**src/rtl/debug_led_writer_if.sv**
```systemverilog
// Request/strobe bundle between LED-update producers and the debug LED writer.
// Latency: none (wires only).
// Backpressure: o_ready qualifies i_valid; the producer holds its request while o_ready is low.
interface debug_led_writer_if;
  logic       i_valid;
  logic       o_ready;
  logic [5:0] i_ledNo;
  logic [3:0] i_red;
  logic [3:0] i_green;
  logic [3:0] i_blue;
  logic       i_status;
  logic       i_clearAll;
  logic [18:0] o_debugInfo;
  logic       o_cs;
  logic       o_busy;

  modport master (
    output i_valid, i_ledNo, i_red, i_green, i_blue, i_status, i_clearAll,
    input  o_ready, o_debugInfo, o_cs, o_busy
  );

  modport slave (
    input  i_valid, i_ledNo, i_red, i_green, i_blue, i_status, i_clearAll,
    output o_ready, o_debugInfo, o_cs, o_busy
  );
endinterface

```
**src/rtl/debug_led_writer.sv**
```systemverilog
// Generic circular FIFO with wrap-bit pointers.
// Latency: a pushed word is visible at the head one cycle after the push edge.
// Backpressure: in_rdy = !full; simultaneous push and pop leaves occupancy unchanged.
module fifo #(
  parameter int W     = 19,
  parameter int DEPTH = 4
) (
  input  logic         core_clk,
  input  logic         arst_n,
  input  logic         in_vld,
  output logic         in_rdy,
  input  logic [W-1:0] in_dat,
  output logic         out_vld,
  input  logic         out_rdy,
  output logic [W-1:0] out_dat
);
  localparam int AW = $clog2(DEPTH);

  logic [W-1:0] mem [DEPTH];
  logic [AW:0]  wr_ptr;
  logic [AW:0]  rd_ptr;
  logic         full;
  logic         empty;
  logic         push;
  logic         pop;

  // Same index with opposite wrap bits means the write pointer lapped the read pointer.
  assign empty = (wr_ptr == rd_ptr);
  assign full  = (wr_ptr[AW] != rd_ptr[AW]) && (wr_ptr[AW-1:0] == rd_ptr[AW-1:0]);
  assign push  = in_vld && !full;
  assign pop   = out_rdy && !empty;

  assign in_rdy  = !full;
  assign out_vld = !empty;
  assign out_dat = mem[rd_ptr[AW-1:0]];

  always_ff @(posedge core_clk or negedge arst_n) begin
    if (!arst_n) begin
      wr_ptr <= '0;
      rd_ptr <= '0;
    end else begin
      if (push) wr_ptr <= wr_ptr + 1'b1;
      if (pop)  rd_ptr <= rd_ptr + 1'b1;
    end
  end

  always_ff @(posedge core_clk) begin
    if (push) mem[wr_ptr[AW-1:0]] <= in_dat;
  end
endmodule

// Buffers LED update requests and replays each as a framed active-low strobe to the VGA debug monitor.
// Latency: accept at edge 0, word out at edge 1, cs low from edge 1+SETUP for CS_LOW cycles.
// Backpressure: o_ready = !fifo_full; the clear sweep keeps accepting into the FIFO.
module debug_led_writer #(
  parameter int DEPTH         = 4,
  parameter int SETUP_CYCLES  = 2,
  parameter int CS_LOW_CYCLES = 2,
  parameter int HOLD_CYCLES   = 2
) (
  input logic              i_clk,
  input logic              i_reset,
  debug_led_writer_if.slave bus
);
  typedef struct packed {
    logic [5:0] led_no;
    logic [3:0] red;
    logic [3:0] green;
    logic [3:0] blue;
    logic       status;
  } led_word_t;

  typedef enum logic [1:0] {IDLE, SETUP, STROBE, HOLD} state_t;

  localparam int CW = 16;
  localparam logic [CW-1:0] SETUP_LOAD  = CW'(SETUP_CYCLES - 1);
  localparam logic [CW-1:0] STROBE_LOAD = CW'(CS_LOW_CYCLES - 1);
  localparam logic [CW-1:0] HOLD_LOAD   = CW'(HOLD_CYCLES - 1);

  state_t        state_q, state_d;
  logic [CW-1:0] cnt_q, cnt_d;
  logic [5:0]    sweep_idx_q, sweep_idx_d;
  logic          clear_pending_q, clear_pending_d;
  logic          clear_active_q, clear_active_d;
  led_word_t     dbg_q, dbg_d;
  logic          cs_q, cs_d;

  led_word_t     req_dat;
  led_word_t     head_dat;
  logic          head_vld;
  logic          head_pop;
  logic          fifo_rdy;

  function automatic led_word_t clear_word(input logic [5:0] idx);
    led_word_t w;
    w        = '0;
    w.led_no = idx;
    return w;
  endfunction

  assign req_dat = {bus.i_ledNo, bus.i_red, bus.i_green, bus.i_blue, bus.i_status};

  fifo #(
    .W     ($bits(led_word_t)),
    .DEPTH (DEPTH)
  ) u_req_fifo (
    .core_clk (i_clk),
    .arst_n   (i_reset),
    .in_vld   (bus.i_valid),
    .in_rdy   (fifo_rdy),
    .in_dat   (req_dat),
    .out_vld  (head_vld),
    .out_rdy  (head_pop),
    .out_dat  (head_dat)
  );

  always_ff @(posedge i_clk or negedge i_reset) begin
    if (!i_reset) begin
      state_q         <= IDLE;
      cnt_q           <= '0;
      sweep_idx_q     <= '0;
      clear_pending_q <= 1'b0;
      clear_active_q  <= 1'b0;
      dbg_q           <= '0;
      cs_q            <= 1'b1;
    end else begin
      state_q         <= state_d;
      cnt_q           <= cnt_d;
      sweep_idx_q     <= sweep_idx_d;
      clear_pending_q <= clear_pending_d;
      clear_active_q  <= clear_active_d;
      dbg_q           <= dbg_d;
      cs_q            <= cs_d;
    end
  end

  always_comb begin
    state_d         = state_q;
    cnt_d           = cnt_q;
    sweep_idx_d     = sweep_idx_q;
    clear_pending_d = clear_pending_q;
    clear_active_d  = clear_active_q;
    dbg_d           = dbg_q;
    head_pop        = 1'b0;

    // A clear request only arms when no sweep is queued or running.
    if (bus.i_clearAll && !clear_pending_q && !clear_active_q) clear_pending_d = 1'b1;

    case (state_q)
      IDLE: begin
        if (clear_pending_q) begin
          clear_pending_d = 1'b0;
          clear_active_d  = 1'b1;
          sweep_idx_d     = 6'd0;
          dbg_d           = clear_word(6'd0);
          state_d         = SETUP;
          cnt_d           = SETUP_LOAD;
        end else if (head_vld) begin
          head_pop = 1'b1;
          dbg_d    = head_dat;
          state_d  = SETUP;
          cnt_d    = SETUP_LOAD;
        end
      end
      SETUP: begin
        if (cnt_q == '0) begin
          state_d = STROBE;
          cnt_d   = STROBE_LOAD;
        end else begin
          cnt_d = cnt_q - 1'b1;
        end
      end
      STROBE: begin
        if (cnt_q == '0) begin
          state_d = HOLD;
          cnt_d   = HOLD_LOAD;
        end else begin
          cnt_d = cnt_q - 1'b1;
        end
      end
      HOLD: begin
        if (cnt_q == '0) begin
          // Mid-sweep words chain straight into the next SETUP without an idle cycle.
          if (clear_active_q && sweep_idx_q != 6'd63) begin
            sweep_idx_d = sweep_idx_q + 6'd1;
            dbg_d       = clear_word(sweep_idx_q + 6'd1);
            state_d     = SETUP;
            cnt_d       = SETUP_LOAD;
          end else begin
            clear_active_d = 1'b0;
            state_d        = IDLE;
          end
        end else begin
          cnt_d = cnt_q - 1'b1;
        end
      end
      default: state_d = IDLE;
    endcase

    cs_d = (state_d != STROBE);
  end

  assign bus.o_ready     = fifo_rdy;
  assign bus.o_debugInfo = dbg_q;
  assign bus.o_cs        = cs_q;
  assign bus.o_busy      = head_vld || (state_q != IDLE) || clear_pending_q || clear_active_q;
endmodule

```
**src/flat_wrapper.sv**
```systemverilog
// flat-port wrapper written by rule: the top's interface ports become plain ports
module debug_led_writer_flat 
#(
  parameter int DEPTH         = 4,
  parameter int SETUP_CYCLES  = 2,
  parameter int CS_LOW_CYCLES = 2,
  parameter int HOLD_CYCLES   = 2
)
  (i_clk, i_reset, bus_i_valid, bus_i_ledNo, bus_i_red, bus_i_green, bus_i_blue, bus_i_status, bus_i_clearAll, bus_o_ready, bus_o_debugInfo, bus_o_cs, bus_o_busy);
  debug_led_writer_if bus_i ();
  input logic i_clk;
  input logic i_reset;
  input wire logic [$bits(bus_i.i_valid)-1:0] bus_i_valid;
  input wire logic [$bits(bus_i.i_ledNo)-1:0] bus_i_ledNo;
  input wire logic [$bits(bus_i.i_red)-1:0] bus_i_red;
  input wire logic [$bits(bus_i.i_green)-1:0] bus_i_green;
  input wire logic [$bits(bus_i.i_blue)-1:0] bus_i_blue;
  input wire logic [$bits(bus_i.i_status)-1:0] bus_i_status;
  input wire logic [$bits(bus_i.i_clearAll)-1:0] bus_i_clearAll;
  output wire logic [$bits(bus_i.o_ready)-1:0] bus_o_ready;
  output wire logic [$bits(bus_i.o_debugInfo)-1:0] bus_o_debugInfo;
  output wire logic [$bits(bus_i.o_cs)-1:0] bus_o_cs;
  output wire logic [$bits(bus_i.o_busy)-1:0] bus_o_busy;
  assign bus_i.i_valid = bus_i_valid;
  assign bus_i.i_ledNo = bus_i_ledNo;
  assign bus_i.i_red = bus_i_red;
  assign bus_i.i_green = bus_i_green;
  assign bus_i.i_blue = bus_i_blue;
  assign bus_i.i_status = bus_i_status;
  assign bus_i.i_clearAll = bus_i_clearAll;
  assign bus_o_ready = bus_i.o_ready;
  assign bus_o_debugInfo = bus_i.o_debugInfo;
  assign bus_o_cs = bus_i.o_cs;
  assign bus_o_busy = bus_i.o_busy;
  debug_led_writer #(.DEPTH(DEPTH), .SETUP_CYCLES(SETUP_CYCLES), .CS_LOW_CYCLES(CS_LOW_CYCLES), .HOLD_CYCLES(HOLD_CYCLES)) u_core (.i_clk(i_clk), .i_reset(i_reset), .bus(bus_i));
endmodule
```
**config.mk**
```make
export PLATFORM = sky130hd
export DESIGN_NAME = debug_led_writer_flat
export DESIGN_NICKNAME = d
export VERILOG_FILES = /design/src/rtl/debug_led_writer_if.sv /design/src/rtl/debug_led_writer.sv /design/src/flat_wrapper.sv
export SDC_FILE = /design/constraint.sdc
export NUM_CORES = 1
export LEC_CHECK = 0
export BUFFER_PORTS_ARGS = -buffer_cell sky130_fd_sc_hd__buf_2
export CAP_MARGIN = 15
export CORE_MARGIN = 2
export CORE_UTILIZATION = 50
export DETAILED_ROUTE_END_ITERATION = 10
export PLACE_DENSITY_LB_ADDON = 0.08
export REMOVE_ABC_BUFFERS = 1
export SLEW_MARGIN = 0
export SYNTH_ARGS = -nofsm -noshare
export SYNTH_HDL_FRONTEND = slang
export SYNTH_SLANG_ARGS = --single-unit
```
**constraint.sdc**
```tcl
create_clock -name i_clk -period 6.23 [get_ports i_clk]
set_input_delay 0 -clock i_clk [delete_from_list [all_inputs] [get_ports i_clk]]
set_output_delay 0 -clock i_clk [all_outputs]
set_load 0.005 [all_outputs]
```
# --- After elaboration in Yosys (flattened, before gate mapping) ---
# Memories as Yosys holds them, arrays and structs flattened.
# Index checks and enable logic that the tools add are counted.
totals:
  input_bits: 23
  romBits: 0
  regBits: 52
  ramBits: 76
  latch_bits: 0
  memories: 1
memory_table:
  columns: ["name", "words", "width", "read_ports", "rd_clocked_by_memory_dff", "wr", "line_no", "text"]
  rows:
  - ["u_core.u_req_fifo.mem", 4, 19, 1, 0, 1, "debug_led_writer.sv:19", "logic [W-1:0] mem [DEPTH];"]
op_classes:
  n_bitwise: 0
  reduce_logical: 22
  div_mod_pow: 0
  n_lt_le_gt_ge: 0
  multipliers: 0
  eq_ne: 14
  n_shift: 0
  n_addsub: 4
  muxes: 34
ops:
  columns: ["op", "count"]
  rows:
  - ["$mux 16", 5]
  - ["$mux 19", 4]
  - ["$pmux 16 s3", 1]
  - ["$pmux 19 s2", 1]
  - ["$mux 6", 3]
  - ["$logic_not 16->1", 1]
  - ["$sub 16x1->16 const B", 1]
  - ["$mux 1", 12]
  - ["$pmux 6 s2", 1]
  - ["$reduce_and 4->1", 3]
  - ["$mux 2", 5]
  - ["$pmux 2 s4", 1]
  - ["$add 3x1->3 const B", 2]
  - ["$add 6x1->6 const B", 1]
  - ["$logic_and 1x1->1", 6]
  - ["$ne 2x1->1 const B", 3]
  - ["$ne 6x6->1 const B", 1]
  - ["$eq 2x2->1 const B", 2]
  - ["$logic_not 1->1", 4]
  - ["$ne 2x2->1 const B", 2]
  - ["$reduce_bool 2->1", 2]
  - ["$eq 3x3->1", 1]
  - ["$logic_or 1x1->1", 3]
  - ["$ne 3x2->1 const B", 1]
  - ["other kinds (8)", 8]

# --- Logic depth before layout (Yosys ltp) ---
logic_depth:
  ltp_word: 6
  ltp_mapped: 10
  ltp_nobuf: 7

# --- By module ---
# Synthesis repeated with hierarchy kept, for this count alone.
unflattened:
  hier_cells: 412
  hier_area_um2: 5587.9
by_module_without_submodules:
  columns: ["mod", "cells_each", "seq_area_each_um2", "area_per_inst_um2", "instances"]
  rows:
  - ["fifo", 148, 2432.3, 3218.1, 1]
  - ["debug_led_writer", 264, 1152.4, 2369.8, 1]

# --- Worst setup path after synthesis ---
# OpenSTA, ideal clock, no wires.
synth_path:
  path_type: "register to register"
  from: "reg u_core.state_q[1]"
  to: "reg u_core.dbg_q, in the netlist u_core.bus.o_debugInfo[13]"
  path_slack_ns: 4.150
  period_less_slack_ns: 2.080
  setup_ns: 0.125
  path_stages_with_launch: 10
  arrival_ns: 1.955
  path_cell_list: "dfrtp_1 inv_1 ha_1 buf_2 nand2b_1 nor4_2 nor2_1 o21ai_2 buf_6 mux2_4"
synth_between:
  elab_chain_cells: 3
  word_cells_on_any_way: 8
synth_rtl:
  columns: ["item", "line_no", "text"]
  rows:
  - ["from (decl)", "debug_led_writer.sv:80", "state_t state_q, state_d;"]
  - ["from (signal assigned)", "debug_led_writer.sv:127", "state_q <= state_d;"]
  - ["$eq 2x2->1 / $logic_not 2->1 (equally long branches)", "debug_led_writer.sv:149", "case (state_q)"]
  - ["$ne 2x1->1 (no source line) (tied with other cells)", null, null]
  - ["$reduce_and 4->1 (no source line)", null, null]
  - ["to (signal assigned)", "debug_led_writer.sv:132", "dbg_q <= dbg_d;"]
  - ["to (decl)", "debug_led_writer.sv:85", "led_word_t dbg_q, dbg_d;"]
# Several ways; a longest one is shown, not always the timed one.
# A chain may end at the register's enable or synchronous reset.

# --- Worst setup path after layout ---
layout_path:
  from: "reg u_core.u_req_fifo.rd_ptr[1]"
  to: "mem u_core.u_req_fifo.mem[1][0], enable pin"
layout_between:
  elab_chain_cells: 6
layout_rtl:
  columns: ["item", "line_no", "text"]
  rows:
  - ["from (decl)", "debug_led_writer.sv:21", "logic [AW:0] rd_ptr;"]
  - ["from (signal assigned)", "debug_led_writer.sv:43", "if (pop) rd_ptr <= rd_ptr + 1'b1;"]
  - ["$eq 2x2->1", "debug_led_writer.sv:29", "assign full = (wr_ptr[AW] != rd_ptr[AW]) && (wr_ptr[AW-1:0] == rd_ptr[AW-1:0]);"]
  - ["$logic_and 1x1->1", "debug_led_writer.sv:29", null]
  - ["$logic_not 1->1", "debug_led_writer.sv:30", "assign push = in_vld && !full;"]
  - ["$logic_and 1x1->1", "debug_led_writer.sv:30", null]
  - ["$mux 1", "debug_led_writer.sv:48", "if (push) mem[wr_ptr[AW-1:0]] <= in_dat;"]
  - ["$mux 1 (implied by the code)", "debug_led_writer.sv:48", null]
  - ["to (decl)", "debug_led_writer.sv:19", null]
# No other way between the ends.

==> impl_metrics.toml <==
[logic_synthesis]
synth-seq-cells = 128
syn_avg_cell_area_um2 = 14.4
yosysMostFrequentCell = "edfxtp_1"
synthArstFlopShare_pct = 40.6
synth_edf_count = 76
postSynthCellCount = 392
yosysTopAreaCell = "edfxtp_1"
synthTopCellsByCount = "76 x edfxtp_1, 51 x dfrtp_1, 29 x nand2_1"
yosysWarningCount = 0
synth_top_cell_area_share_pct = 40.4
syn_area_mm2 = 0.00564
ys_types = 53
synth_seq_area_share_pct = 63.5
synth.area.top_cells = "edfxtp_1 40%, dfrtp_1 23%, mux4_2 7.6%"
ys.flop_type = "edfxtp_1"

[detailed_routing]
drt_iter0_drc = 304
ant_nets = 0
routed_wl_um = 10600
met2WireLength_um = 5240
wire_per_inst_um = 17.0
maxUsedRoutingLayer = "met4"
firstDrtPassIters = 5
vias = 3362
via_per_inst = 5.41
dr_wl_met3_um = 453
wl_met1_um = 4750
drc = 0

[cts]
clock_latency_ns = 0.41
ctsHtreeMaxLevel = 4
cts.sinks = 128
cts_buffers = 17
cts_buffer_depth = 2
cts_root_buf = "clkbuf_16"
cts_tree = "yes"
clkTransAtPathRegs_ns = 0.05

[floorplanning]
start_util_pct = 51.6
die_area_mm2 = 0.0122
io_pins = 45
die_h_um = 110
row_count = 38
die_x_um = 110
core-area_mm2 = 0.0109

[global_routing]
grt-ovfl-total = 0
grt_max_degree = 53
antenna_found_initial = 0
grt_pass1_vias = 3437
grt_use_total_pct = 19.3
grt_pass1_wl_um = 17200

[outcome]
status = "completed"

[final_layout]
instances_no_fill = 621
drive_gt1_share_pct = 24.7
nNetsFinal = 503
diodes = 0
final_area_mm2 = 0.00683
area_delta_synth_final_pct = 21.0
num-fill-cells = 846

[timing]
slew_headroom_pct = 30.6
setup_violations = 0
whs_ns = 0.259
rsz0062_at_grt = "false"
tightest_slew_ns = 1.04
finalCritPeriodShare_pct = 44.5
setup_tns_ns = 0
fin_crit_ns = 2.77
max_freq_mhz = 361
finalHoldViolCount = 0
slew_viol_final = 0
skew_ns = 0.00561

[critical_path]
critPathKind = "reg -> reg"
start_kind = "flop"
crit_fanout = 22
crit_arrival_ns = 2.80
cp-end-kind = "flop"
cp_data_required_time_ns = 6.26

[power]
cellLeakagePower_nw = 2.89
finalPower_w = 0.00228
peakVddDrop_mv = 0.280
powerDensity_mw_per_mm2 = 333

[placed_design]
placed_cell_area_mm2 = 0.00599
place_congestion = 0.756
portBuffers = 44
place_inst = 567
dp_hpwl_um = 6490

[flow_run]
drv_cap = 0

[worst_hold_path]
hold_class = "in -> async"
-- critical path: stages (launching register included) --
cell and delay, ns:
dfrtp_1 0.96, xor2_1 0.31, nor2_1 0.09, nand2_1 0.15, and3_1 0.88
-- timing repair --
action | 4_1_cts | 5_1_grt
hold buffers | 22 | 0
resized for setup | 0 | 0
hold endpoints to repair | 129 | 0
setup buffers | 0 | 0
setup endpoints to repair | 0 | 0
-- area by class of cell --
class / instances / area, µm² / area share (%)
Tap cell: 140 / 175 / 2.57
Clock inverter: 10 / 160 / 2.35
Multi-Input combinational cell: 227 / 1890 / 27.6
Sequential cell: 128 / 3580 / 52.5
Clock buffer: 22 / 454 / 6.65
Timing Repair Buffer: 71 / 478 / 7.00
Inverter: 23 / 86.3 / 1.26
-- cell usage in the layout (no fill, tap or decap), drive strengths merged, types with 8 or more instances in the layout --
master,Yosys,routed
edfxtp,76,76
dfrtp,51,51
buf,8,49
nand2,29,29
nor2,28,28
inv,23,24
o21ai,24,24
dlygate4sd3,0,22
clkbuf,6,22
mux4,19,19
a21oi,18,18
mux2i,15,15
ha,12,12
xor2,9,9
mux2,8,8
nor4,8,8
-- worst paths after layout --
| check | startpoint | endpoint | slack, ns | depth (start not counted) |
|---|---|---|---|---|
| max in group asynchronous | i_reset | u_core.cnt_q[2] | 5.52 | 3 |
| min | i_reset | u_core.sweep_idx_q[4] | 0.26 | 3 |
| min in group i_clk | bus_i_clearAll | u_core.clear_pending_q | 0.32 | 4 |
| max reg2reg | u_core.u_req_fifo.rd_ptr[1] | u_core.u_req_fifo.mem[1][0] | 3.46 | 4 |
| min reg2reg | u_core.cnt_q[15] | u_core.cnt_q[15] | 0.47 | 1 |
| max | u_core.u_req_fifo.rd_ptr[1] | u_core.u_req_fifo.mem[1][0] | 3.46 | 4 |
-- cells by family after synthesis --
kind of cell,count (synthesis),share of synthesized area (%)
flops,128,63.5
simple gates,96,9.47
compound gates,65,7.21
mux,42,12.2
buf+inv,37,3.04
xor+xnor,12,1.86
fa+ha+maj,12,2.66
-- routing by layer --
metal  global-route usage (%)  vias to the layer above
li1                         -                     1616
met5                        0                        -
met1                     24.8                     1657
met4                     6.07                        0
met3                     6.53                       16
met2                     31.3                       73
-- flip-flops by register name, indices dropped and copies added (netlist names) --
register,count
u_core.u_req_fifo.mem,76
u_core.u_req_fifo.wr_ptr,3
u_core.sweep_idx_q,6
u_core.state_q,2
u_core.bus.o_debugInfo,19
u_core.cnt_q,16
u_core.clear_active_q,1
u_core.clear_pending_q,1
u_core.bus.o_cs,1
u_core.u_req_fifo.rd_ptr,3
-- power breakdown --
group          leakage, nW  total, W  switching [W]  internal, W
Sequential            1.39   0.00106      0.0000315      0.00102
Clock                0.298   0.00103       0.000349     0.000679
Combinational         1.20  0.000190       0.000119    0.0000716
Total                 2.89   0.00228       0.000500      0.00178
-- stage by stage --
stage / utilization [%] / setup slack (ns)
after floorplan: - / 3.70
after global placement: 54.8 / 3.45
after detailed placement: 54.8 / 3.39
after CTS: 62.4 / 3.38
after global routing: 62.4 / 3.17
final: 62.4 / 3.46
Power figures use the tool's default switching activity.
